--- src/rtl/or_unit_8bit.sv ---
// or_unit_8bit: bitwise OR for the single-cycle ALU, plus a
// registered result/flag copy for pipelined or debug consumers.
//
// Ports:
//   clk       rising-edge clock
//   rst_n     asynchronous active-low reset
//   A, B      signed operands
//   C         combinational A | B, valid at all times
//   in_valid  capture strobe for the registered path
//   c_reg     captured A | B
//   zero_reg  captured result == 0
//   neg_reg   captured result sign bit
//   out_valid one-cycle strobe following each capture
module or_unit_8bit #(
    parameter int WIDTH = 8
) (
    input  logic                    clk,
    input  logic                    rst_n,
    input  logic signed [WIDTH-1:0] A,
    input  logic signed [WIDTH-1:0] B,
    output logic signed [WIDTH-1:0] C,
    input  logic                    in_valid,
    output logic signed [WIDTH-1:0] c_reg,
    output logic                    zero_reg,
    output logic                    neg_reg,
    output logic                    out_valid
);

    logic [WIDTH-1:0] res;

    // Purely bitwise; the signed typing only affects display.
    assign res = A | B;
    assign C   = res;

    // Flags come from the value being captured, so they
    // always describe c_reg, never the live inputs.
    always_ff @(posedge clk or negedge rst_n) begin
        if (!rst_n) begin
            c_reg     <= '0;
            zero_reg  <= 1'b1;
            neg_reg   <= 1'b0;
            out_valid <= 1'b0;
        end else begin
            out_valid <= in_valid;
            if (in_valid) begin
                c_reg    <= res;
                zero_reg <= (res == '0);
                neg_reg  <= res[WIDTH-1];
            end
        end
    end

endmodule

--- config.mk ---
export PLATFORM = sky130hd
export DESIGN_NAME = or_unit_8bit
export DESIGN_NICKNAME = d
export VERILOG_FILES = /design/src/rtl/or_unit_8bit.sv
export SDC_FILE = /design/constraint.sdc
export NUM_CORES = 1
export LEC_CHECK = 0
export CORE_ASPECT_RATIO = 0.9
export CORE_MARGIN = 5
export CORE_UTILIZATION = 31
export CTS_BUF_LIST = sky130_fd_sc_hd__clkbuf_4 sky130_fd_sc_hd__clkbuf_8 sky130_fd_sc_hd__clkbuf_16
export DETAILED_ROUTE_END_ITERATION = 7
export PLACE_DENSITY = 0.77
export SYNTH_ARGS = -nofsm -noshare
export SYNTH_HDL_FRONTEND = slang
export SYNTH_SLANG_ARGS = --single-unit
--- constraint.sdc ---
create_clock -name clk -period 0.8 [get_ports clk]
set_input_delay 0.16 -clock clk [delete_from_list [all_inputs] [get_ports clk]]
set_output_delay 0.16 -clock clk [all_outputs]
set_load 0.05 [all_outputs]
==> results.cfg, run 1 <==
[outcome]
status = finished, violations left
violations = negative setup slack

[floorplan]
core_area_um2 = 1450
rows = 13
die_w_um = 51.1
start_util = 0.325
die_y_um = 47.0
dieArea_um2 = 2400
io_pins = 38

[yosys]
yosys.area.top_type = dfrtp_1
ys_types = 11
synth_edf_count = 0
synthCells = 50
synth_area_leaders = dfrtp_1 (48%), nor2_1 (9.6%), nor2_4 (9.6%)
synth_common_cells = nor2_1 (12), dfrtp_1 (9), inv_1 (9)
yosys_warnings = 0
synth-seq-cells = 10
avgSynthCellArea_um2 = 9.41
synthesis.nets = 69
synthesis.area_um2 = 470
synth-main-ff-cell = dfrtp_1
ys_seq_area_frac = 0.535
ys_async_sr_fraction = 1.00
yosysTopAreaCellShare = 0.479
yosysMostFrequentCell = nor2_1

[critical_path]
critPathLaunchType = flop
crit_family = flip-flops
slowest_delay_ns = 0.55
worstPathArrival_ns = 0.95
path_cells = buf_12
cpMaxStageDelayCell = dfstp_2
worst_setup_path_end_kind = output port
crit_buf_inv = 1
critPathMaxFanout = 2
crit_type = reg -> out
cp_data_required_time_ns = 0.64

[routing]
dr.pass1.iters = 4
routedWlPerCell_um = 15.5
via_per_inst = 4.62
wl_mm = 1.98
final_antenna_net_count = 0
drt_iter0_drc = 2
vias = 591
drc = 0

[place]
dp_hpwl_mm = 1.45
gp_congestion = 0.652
pre_cts_ws_ns = -0.422
port_buffers = 37

[cts]
cts_buffers = 3
cts_buffer_depth = 2
clk_latency_ns = 0.26
clk_pin_slew_ns = 0.06
cts_tree = done
cts_sinks = 10
root_buffer = clkbuf_4
cts_max_level = 1

[global_routing]
antenna_found_initial = 0
first_global_vias = 613
grt_max_degree = 11
grt_pass1_wl_mm = 2.95
globalRouteOverflowTotal = 0
grt_usage = 0.179

[flow_run]
drv_cap = 0

[power_and_ir_drop]
power.density_nw_per_um2 = 1430
p_leak_nw = 0.583
total_power_mw = 1.76
ir_worst_vdd_uv = 1510

[timing]
fin_skew_ns = 0
fin_ws_ns = -0.309
fin_crit_ns = 1.11
timing.fmax_mhz = 902
hold_violations = 0
whs_ns = 0.189
min_period_over_period = 1.39
finalSetupViolCount = 14
slew_viol_final = 0
tightest_slew_ns = 0.169
relSlewSlack = 0.886
grt_setup_unrepaired = yes

[cells_and_area]
final_nets = 133
fillerInstances = 77
drive_gt1_frac = 0.850
insertedDiodeCount = 0
largest_reg_flops = 8
postLayoutCoreUtil = 0.848
syn_to_final_growth_pct = 161

[hold_path]
hold_class = in -> async
==> metal layers <==
layer	GRT usage	wire [um]	vias up
met5	0	0	-
met4	0.0538	56	0
met3	0.0825	91	6
met2	0.355	1160	19
met1	0.166	670	283
li1	-	-	283
==> final timing paths <==
path | startpoint | endpoint | slack (ns) | depth (start not counted)
min | rst_n | c_reg[5] | 0.19 | 2
max reg2reg | c_reg[0] | c_reg[0] | -0.10 | 4
max in group asynchronous | rst_n | zero_reg | 0.42 | 2
max | zero_reg | zero_reg | -0.31 | 1
min reg2reg | c_reg[5] | c_reg[5] | 0.58 | 2
min in group clk | B[3] | zero_reg | 0.34 | 5
==> what timing repair did <==
action | CTS | global route
pin swaps | 10 | 4
hold buffers | 0 | 0
cloned | 0 | 0
endpoints found under the hold margin | 0 | 0
setup buffers | 15 | 2
gates resized for setup | 70 | 14
endpoints found under the setup margin | 28 | 16
==> per-stage QoR <==
step	area [um^2]	setup TNS (ns)	cells
6_report	1230	-2.53	128
4_1_cts	1210	-2.58	126
3_5_place_dp	1090	-5.85	107
3_3_place_gp	1090	-5.58	107
5_1_grt	1230	-2.92	128
2_1_floorplan	484	-0.210	50
==> worst register-to-register path: cells and delay by family, from the launching register on <==
family,cells,cell delay [ns]
flip-flops,1,0.43
buffers and inverters,2,0.23
AND/OR/NAND/NOR,1,0.09
AO/OA/AOI/OAI,1,0.04
==> power breakdown <==
group	leakage, nW	internal [mW]	total (mW)	switching [mW]
combinational	0.466	0.387	0.775	0.387
sequential	0.0981	0.547	0.590	0.0430
clock	0.0184	0.226	0.390	0.164
==> cell families (layout without fill, tap and decap cells) <==
| group | Yosys count | count (layout) | share of synthesized area |
|---|---|---|---|
| simple gates | 19 | 19 | 0.226 |
| buf+inv | 12 | 75 | 0.128 |
| compound gates | 9 | 9 | 0.112 |
| flops | 10 | 10 | 0.535 |
==> layout by cell type (no fill, tap or decap), types with 2 or more instances in the layout <==
cell type and instances:
a21oi_1 6, a21oi_2 2, nand4_1 2, clkbuf_2 3
nor2_2 4, clkbuf_4 4, buf_2 13, buf_12 19
nor2_1 5, inv_2 8, nor2_4 7, buf_6 4
dfrtp_2 8, buf_4 21
==> layout make-up <==
cell class	instances	area [um^2]	area share
clock buffers	4	30.0	0.0245
flip-flops and latches	10	262	0.213
multi-input cells	28	201	0.164
repair buffers	62	682	0.556
well taps	15	18.8	0.0153
inverters	9	33.8	0.0275
Power figures use the tool's default switching activity.
==> inputs of run 2 (changes only) <==
CAP_MARGIN = 20   (was not set)
==> results of run 2 <==
Same layout as run 1: the final DEF is identical, and so are final timing and power.
